## src/rtl/stopwatch_core.sv

```systemverilog
// Stopwatch controller: debounced pause/clear buttons, PAUSE/RUN/ADJUST FSM, BCD mm:ss, 4-digit mux.
// Define STOPWATCH_LAP_EN to add btn_lap and the lap-hold display.

module stopwatch_debounce #(
   parameter int DEB_CYC = 1000000
) (
   input  logic clk,
   input  logic rst,
   input  logic raw,
   output logic press
);
   localparam int CW = $clog2(DEB_CYC + 1);

   logic [1:0]    sync;
   logic [CW-1:0] cnt;
   logic          level, level_q;

   // level only moves after DEB_CYC consecutive samples disagreeing with it
   always_ff @(posedge clk or negedge rst) begin
      if (!rst) begin
         sync    <= 2'b00;
         cnt     <= '0;
         level   <= 1'b0;
         level_q <= 1'b0;
      end else begin
         sync    <= {sync[0], raw};
         level_q <= level;
         if (sync[1] == level)
            cnt <= '0;
         else if (cnt == CW'(DEB_CYC - 1)) begin
            level <= sync[1];
            cnt   <= '0;
         end else
            cnt <= cnt + CW'(1);
      end
   end

   assign press = level & ~level_q;
endmodule

module stopwatch_core #(
   parameter int CLK_HZ  = 100000000,
   parameter int ADJ_HZ  = 2,
   parameter int SCAN_HZ = 1000,
   parameter int DEB_CYC = 1000000
) (
   input  logic       clk,
   input  logic       rst,
   input  logic       btn_pause,
   input  logic       btn_clear,
`ifdef STOPWATCH_LAP_EN
   input  logic       btn_lap,
`endif
   input  logic       sw_adj,
   input  logic       sw_sel,
   output logic [2:0] min1,
   output logic [3:0] min0,
   output logic [2:0] sec1,
   output logic [3:0] sec0,
   output logic       running,
   output logic [3:0] an,
   output logic [7:0] seg
);
   localparam int ADJ_DIV  = CLK_HZ / ADJ_HZ;
   localparam int SCAN_DIV = CLK_HZ / SCAN_HZ;
   localparam int W1S  = $clog2(CLK_HZ + 1);
   localparam int WADJ = $clog2(ADJ_DIV + 1);
   localparam int WSCN = $clog2(SCAN_DIV + 1);

   typedef enum logic [1:0] {PAUSE, RUN, ADJUST} state_t;

`ifdef STOPWATCH_LAP_EN
   localparam int NUM_BTN = 3;
`else
   localparam int NUM_BTN = 2;
`endif

   logic [NUM_BTN-1:0] btn_raw, press;
   logic               p_press, c_press;

`ifdef STOPWATCH_LAP_EN
   assign btn_raw = {btn_lap, btn_clear, btn_pause};
`else
   assign btn_raw = {btn_clear, btn_pause};
`endif
   assign p_press = press[0];
   assign c_press = press[1];

   genvar gi;
   for (gi = 0; gi < NUM_BTN; gi++) begin : g_btn
      stopwatch_debounce #(.DEB_CYC(DEB_CYC)) u_deb (
         .clk   (clk),
         .rst   (rst),
         .raw   (btn_raw[gi]),
         .press (press[gi])
      );
   end

   logic [1:0] adj_sync, sel_sync;
   logic       adj_s, sel_s;
   assign adj_s = adj_sync[1];
   assign sel_s = sel_sync[1];

   state_t state, state_nxt;
   logic [W1S-1:0]  cnt_1s;
   logic [WADJ-1:0] cnt_adj;
   logic [WSCN-1:0] cnt_scan;
   logic            tick_1s, tick_adj, tick_scan;
   logic [6:0]      sec_t, min_t;     // {tens[2:0], units[3:0]}
   logic [7:0]      sec_inc, min_inc; // {wrap, tens, units}
   logic            blink;
   logic [1:0]      scan_idx;

   assign tick_1s   = (state == RUN) && (cnt_1s == W1S'(CLK_HZ - 1));
   assign tick_adj  = (cnt_adj == WADJ'(ADJ_DIV - 1));
   assign tick_scan = (cnt_scan == WSCN'(SCAN_DIV - 1));

   function automatic logic [7:0] inc60(input logic [6:0] f);
      if (f[3:0] != 4'd9)      return {1'b0, f[6:4], f[3:0] + 4'd1};
      else if (f[6:4] != 3'd5) return {1'b0, f[6:4] + 3'd1, 4'd0};
      else                     return 8'h80;
   endfunction

   function automatic logic [6:0] hex7(input logic [3:0] d);
      case (d)
         4'h0: return 7'h40;  4'h1: return 7'h79;  4'h2: return 7'h24;  4'h3: return 7'h30;
         4'h4: return 7'h19;  4'h5: return 7'h12;  4'h6: return 7'h02;  4'h7: return 7'h78;
         4'h8: return 7'h00;  4'h9: return 7'h10;  4'hA: return 7'h08;  4'hB: return 7'h03;
         4'hC: return 7'h46;  4'hD: return 7'h21;  4'hE: return 7'h06;  default: return 7'h0E;
      endcase
   endfunction

   assign sec_inc = inc60(sec_t);
   assign min_inc = inc60(min_t);

   always_comb begin
      state_nxt = state;
      if (adj_s)
         state_nxt = ADJUST;
      else begin
         case (state)
            PAUSE:   if (p_press) state_nxt = RUN;
            RUN:     if (p_press) state_nxt = PAUSE;
            default: state_nxt = PAUSE;
         endcase
      end
   end

   always_ff @(posedge clk or negedge rst) begin
      if (!rst) begin
         state    <= PAUSE;
         adj_sync <= 2'b00;
         sel_sync <= 2'b00;
         cnt_1s   <= '0;
         cnt_adj  <= '0;
         cnt_scan <= '0;
         blink    <= 1'b0;
         scan_idx <= 2'd0;
      end else begin
         state    <= state_nxt;
         adj_sync <= {adj_sync[0], sw_adj};
         sel_sync <= {sel_sync[0], sw_sel};
         cnt_adj  <= tick_adj  ? '0 : cnt_adj + WADJ'(1);
         cnt_scan <= tick_scan ? '0 : cnt_scan + WSCN'(1);
         if (c_press || state != RUN || tick_1s) cnt_1s <= '0;
         else                                    cnt_1s <= cnt_1s + W1S'(1);
         if (tick_adj)  blink    <= ~blink;
         if (tick_scan) scan_idx <= scan_idx + 2'd1;
      end
   end

   // clear beats both count sources; adjust never carries between fields
   always_ff @(posedge clk or negedge rst) begin
      if (!rst) begin
         sec_t <= 7'd0;
         min_t <= 7'd0;
      end else if (c_press) begin
         sec_t <= 7'd0;
         min_t <= 7'd0;
      end else if (tick_1s) begin
         sec_t <= sec_inc[6:0];
         if (sec_inc[7]) min_t <= min_inc[6:0];
      end else if (state == ADJUST && tick_adj) begin
         if (sel_s) sec_t <= sec_inc[6:0];
         else       min_t <= min_inc[6:0];
      end
   end

   logic [6:0] disp_sec, disp_min;

`ifdef STOPWATCH_LAP_EN
   logic       lap_hold;
   logic [6:0] lap_sec, lap_min;

   always_ff @(posedge clk or negedge rst) begin
      if (!rst) begin
         lap_hold <= 1'b0;
         lap_sec  <= 7'd0;
         lap_min  <= 7'd0;
      end else if (c_press || state_nxt != RUN)
         lap_hold <= 1'b0;
      else if (press[2] && state == RUN) begin
         lap_hold <= ~lap_hold;
         if (!lap_hold) begin
            lap_sec <= sec_t;
            lap_min <= min_t;
         end
      end
   end

   assign disp_sec = lap_hold ? lap_sec : sec_t;
   assign disp_min = lap_hold ? lap_min : min_t;
`else
   assign disp_sec = sec_t;
   assign disp_min = min_t;
`endif

   assign {sec1, sec0} = disp_sec;
   assign {min1, min0} = disp_min;
   assign running      = (state == RUN);

   logic [3:0] digit;
   logic       blank;
   logic [7:0] seg_nxt;
   logic [3:0] an_nxt;

   always_comb begin
      digit = 4'd0;
      case (scan_idx)
         2'd0:    digit = disp_sec[3:0];
         2'd1:    digit = {1'b0, disp_sec[6:4]};
         2'd2:    digit = disp_min[3:0];
         default: digit = {1'b0, disp_min[6:4]};
      endcase
      // scan_idx[1]==0 selects the seconds pair, matching sw_sel=1
      blank   = (state == ADJUST) && blink && (scan_idx[1] == ~sel_s);
      seg_nxt = {scan_idx != 2'd2, blank ? 7'h7F : hex7(digit)};
      an_nxt  = ~(4'b0001 << scan_idx);
   end

   always_ff @(posedge clk or negedge rst) begin
      if (!rst) begin
         an  <= 4'b1110;
         seg <= 8'hC0;
      end else begin
         an  <= an_nxt;
         seg <= seg_nxt;
      end
   end
endmodule
```

## config.mk

```make
export PLATFORM = sky130hd
export DESIGN_NAME = stopwatch_core
export DESIGN_NICKNAME = d
export VERILOG_FILES = /design/src/rtl/stopwatch_core.sv
export SDC_FILE = /design/constraint.sdc
export NUM_CORES = 1
export LEC_CHECK = 0
export ABC_AREA = 1
export BUFFER_PORTS_ARGS = -buffer_cell sky130_fd_sc_hd__buf_2
export CELL_PAD_IN_SITES_DETAIL_PLACEMENT = 0
export CELL_PAD_IN_SITES_GLOBAL_PLACEMENT = 1
export CORE_MARGIN = 2
export CORE_UTILIZATION = 50
export DETAILED_ROUTE_END_ITERATION = 8
export PLACE_DENSITY_LB_ADDON = 0.1
export RECOVER_POWER = 25
export SETUP_SLACK_MARGIN = 0.4
export SYNTH_ARGS = -nofsm -noshare
export SYNTH_HDL_FRONTEND = slang
export SYNTH_SLANG_ARGS = --single-unit
```

## constraint.sdc

```tcl
create_clock -name clk -period 4.91 [get_ports clk]
set_input_delay 0.7365 -clock clk [delete_from_list [all_inputs] [get_ports clk]]
set_output_delay 0.7365 -clock clk [all_outputs]
set_load 0.01 [all_outputs]
```

==> impl_results.md <==
* Initial antenna violation count at 0
* Clock skew at about 9 ps
* Clock group share of total power at 0.485
* Total negative slack for setup checks at 0 ps
* Maximum ir drop on the vdd rail at 232 uV
* Critical-path cell list: inv_1, ha_1, inv_1, o21ai_0, o22ai_1, inv_1, ha_1, nand2_1, o21ai_0, nand2_1, nand3_1
* Critical path arrival at 2440 ps
* Sequential cell area fraction in the yosys report at 0.455
* Setup repair after global routing missed its margin: false
* Run status: finished, final reports clean
* Max-cap viol count at 0
* Count of buffer and inverter cells on the critical path at 3
* Sequential Area at 3810 um^2
* Initial drt markers at 298
* FF-to-FF End: seg[3]
* Drt total wl at 17.7 mm
* Final core occ at 0.567
* Ant. Diodes at 0
* Time the worst path needs with I/O delays and setup at 2150 ps
* Flip-flop and latch count after synthesis at 152
* Number of vias per cell at 5.11
* Layout net count at 1,109
* Overall Global Routing Usage at 0.212
* Mean instance size in the synthesized netlist at approximately 8.1 um^2
* Post-CTS Repair Setup Buffers at 0
* Area used by multi-input combinational logic at 3970 um^2
* WL/cell at about 13 um
* Asr flop ratio synth at 1.00
* Reg-to-reg critical path startpoint: scan_idx[1]
* Cts bufs inserted at 17
* Final worst-path setup slack at between 2000 and 3000 ps
* Place WS at about 2800 ps
* Largest incremental delay on the critical path at around 420 ps
* Most frequent cell on the critical path: sky130_fd_sc_hd__inv_1
* Number of hold-repair buffers added at the cts stage at 0
* Cell internal power dissipation at 1.98 mW
* Crit path kind: flop to flop
* Max Fanout on Critical Path at 7
* Post-route antenna net violation count at 0
* Post-DP HPWL at 13.1 mm
* Share of layout cells above drive strength 1 at 0.129
* Longest Clk Path Bufs at 2
* CTS resizes at 0
* Setup Viol. Count Final at 0
* Clock tree from TritonCTS: yes
* Starting density of the core at 0.508
* Root Driver: sky130_fd_sc_hd__clkbuf_16
* Pins over their slew limit at 0
* Number of cells traversed by the worst register-to-register path at 11
* Synth-to-layout area growth at 11.6%
* Library cell with the largest summed area after synthesis: sky130_fd_sc_hd__dfrtp_1
* Worst slew slack as a fraction of its limit at 0.573
* Final-layout worst hold slack at 298 ps
* YS warnings at 0
* Vias at 6,733
* Site Rows at 47
* Required arrival time at the worst endpoint at 5200 ps
* Type of the worst min-delay path: input pin to async pin
* Leakage power of the design at 4.25 nW
* Pin count of the biggest net entering global routing at 64
* Worst reg2reg setup slack at 2760 ps
* Clock latency on the worst-skew pair at 420 ps
* Global-route congestion overflow total at 0
* Placer's final routability congestion estimate at 0.814
* Ports placed on the boundary at 33
* Reported net switching power at 568 uW
* Length of the first detailed-routing pass in iterations at 5
* Sequential power share at 0.496
* Top-count cell post-synth: sky130_fd_sc_hd__nand2_1
* Crit-path leading delay family: compound AO/OA/AOI/OAI gates
* Critical path capture point type: flop
* Maximum achievable frequency at 466 MHz
* Count of fill cells added during filler insertion at 1,587
* Sort of element at the start of the critical path: flop
* Number of remaining DRC errors at 0
* Die width at roughly 130 um
* Final Hold Viols at 0
* Biggest area contributors in the synthesized netlist: sky130_fd_sc_hd__dfrtp_1 44%, sky130_fd_sc_hd__nand2_1 9.1%, sky130_fd_sc_hd__nor2_1 7.0%
* Vertical die dimension at 133 um
* Area of the die at 17,800 um^2
* Mapped Area at 8370 um^2
* Switching share of total power at 0.223
* Net Count, Synth at 1,062
* Vias in the first global route at 6,461
* Wire length of the first global-routing pass at just over 30 mm
* Placed cell areas at 8780 um^2
* Combinational cell fraction of total power at 0.019
* Top post-synthesis cells by count: 202 x sky130_fd_sc_hd__nand2_1, 157 x sky130_fd_sc_hd__nor2_1, 148 x sky130_fd_sc_hd__dfrtp_1
* Commonest register cell after synthesis: sky130_fd_sc_hd__dfrtp_1
* Measured slew at the worst slew-check pin at 641 ps
* Syn Inst Count at 1,037
* H-tree level count at 4
* Input/output buffers at 32
* Core region area at 16,500 um^2
* Clock slew seen by the registers of the worst setup and hold paths at 60 ps
* TritonCTS Sinks at 152
* Slowest cell on crit path: sky130_fd_sc_hd__dfrtp_1
* Number of enable flip-flop cells after synthesis at 0
* Final clock period utilization by the worst path at 0.437
* Design area at 9340 um^2
* Power density over the cells at 273 nW/um^2
* Share of Yosys cell area claimed by the top area cell type at 0.443
* Unique cell type count in the Yosys netlist at 51
[worst max-delay path by stage]
stage                           start  endpoint  depth (start not counted)
after floorplan           scan_idx[1]    seg[3]                         11
after global placement    scan_idx[1]    seg[3]                         11
after detailed placement  scan_idx[1]    seg[3]                         11
after CTS                 scan_idx[1]    seg[3]                         11
after global routing      scan_idx[1]    seg[3]                         11
final                     scan_idx[1]    seg[3]                         11
[stage by stage]
stage / instances / power (mW)
finish: 1317 / 2.55
global route: 1317 / 2.64
CTS: 1317 / 2.59
detailed placement: 1285 / 1.34
global placement: 1285 / 1.34
floorplan: 1037 / 1.31
[flip-flops by register name (all words and copies together), names as in the netlist, 4 cells and up]
signal / cells
cnt_adj: 26
disp_min: 7
cnt_1s: 27
g_btn.u_deb.cnt: 40
g_btn.u_deb.sync: 4
cnt_scan: 17
seg: 8
disp_sec: 7
[metal layers]
layer  up-vias  wire length (um)  track usage
li1       3474                 -            -
met1      3164              8570        0.291
met2        76              8510        0.351
met3        19               376       0.0308
met4         0               244       0.0626
met5         -                 0            0
[power by group through the flow]
| stage | clock [mW] | sequential [mW] | combinational [mW] |
|---|---|---|---|
| detailed placement | 0 | 1.29 | 0.0503 |
| global placement | 0 | 1.29 | 0.0501 |
| global route | 1.32 | 1.27 | 0.0562 |
| CTS | 1.27 | 1.27 | 0.0504 |
| floorplan | 0 | 1.29 | 0.0169 |
| finish | 1.24 | 1.27 | 0.0475 |
[cells by family after synthesis]
| family | Yosys count | synth area share |
|---|---|---|
| adder cells (fa/ha/maj) | 19 | 0.0284 |
| AND/OR/NAND/NOR | 589 | 0.343 |
| XOR/XNOR | 45 | 0.0471 |
| flip-flops | 152 | 0.455 |
| AO/OA/AOI/OAI | 82 | 0.0562 |
| buffers and inverters | 150 | 0.0698 |
[cell usage in the layout (no fill, tap or decap), types with 2 or more instances in the layout]
cell	netlist	layout
sky130_fd_sc_hd__buf_4	3	2
sky130_fd_sc_hd__nand3_2	7	6
sky130_fd_sc_hd__clkbuf_1	1	2
sky130_fd_sc_hd__clkbuf_16	0	17
sky130_fd_sc_hd__inv_1	135	135
sky130_fd_sc_hd__nand2_1	202	202
sky130_fd_sc_hd__xnor2_1	11	11
sky130_fd_sc_hd__nor3_1	45	45
sky130_fd_sc_hd__clkinv_2	1	3
sky130_fd_sc_hd__ha_1	19	19
sky130_fd_sc_hd__or2_2	5	5
sky130_fd_sc_hd__nor4_1	14	14
sky130_fd_sc_hd__a31oi_1	8	8
sky130_fd_sc_hd__clkinvlp_4	0	3
sky130_fd_sc_hd__nor2_2	12	12
sky130_fd_sc_hd__inv_6	0	2
sky130_fd_sc_hd__nor2_1	157	157
sky130_fd_sc_hd__o21ai_1	8	8
sky130_fd_sc_hd__dfrtp_1	148	148
sky130_fd_sc_hd__dfstp_2	4	4
sky130_fd_sc_hd__nand4_2	2	2
sky130_fd_sc_hd__nor3_2	11	11
sky130_fd_sc_hd__o21ai_0	22	22
sky130_fd_sc_hd__o21ai_2	2	2
sky130_fd_sc_hd__buf_2	1	30
sky130_fd_sc_hd__nor3_4	4	4
sky130_fd_sc_hd__nand2_2	7	7
sky130_fd_sc_hd__nand3_1	64	65
sky130_fd_sc_hd__clkinv_4	0	5
sky130_fd_sc_hd__o22ai_1	6	6
sky130_fd_sc_hd__xor2_1	34	34
sky130_fd_sc_hd__nand4_1	30	30
sky130_fd_sc_hd__a21oi_1	29	29
sky130_fd_sc_hd__nor2_4	4	4
sky130_fd_sc_hd__nand2_4	5	5
sky130_fd_sc_hd__nor3b_1	10	10
sky130_fd_sc_hd__and3_1	2	2
sky130_fd_sc_hd__inv_2	7	7
[worst reg2reg max path, cell delays in order, from the launching register on]
cell	delay, ps
sky130_fd_sc_hd__dfrtp_1	420
sky130_fd_sc_hd__inv_1	110
sky130_fd_sc_hd__ha_1	190
sky130_fd_sc_hd__inv_1	90
sky130_fd_sc_hd__o21ai_0	100
sky130_fd_sc_hd__o22ai_1	400
sky130_fd_sc_hd__inv_1	120
sky130_fd_sc_hd__ha_1	250
sky130_fd_sc_hd__nand2_1	100
sky130_fd_sc_hd__o21ai_0	90
sky130_fd_sc_hd__nand2_1	70
sky130_fd_sc_hd__nand3_1	70
[final cells by class]
cell class,instances,share of cell area
multi-input cells,735,0.425
flip-flops and latches,152,0.408
inverters,144,0.0580
clock buffers,19,0.0474
well taps,220,0.0295
repair buffers,34,0.0193
clock inverters,13,0.0133
No activity file was read; power rests on OpenSTA's default activity.
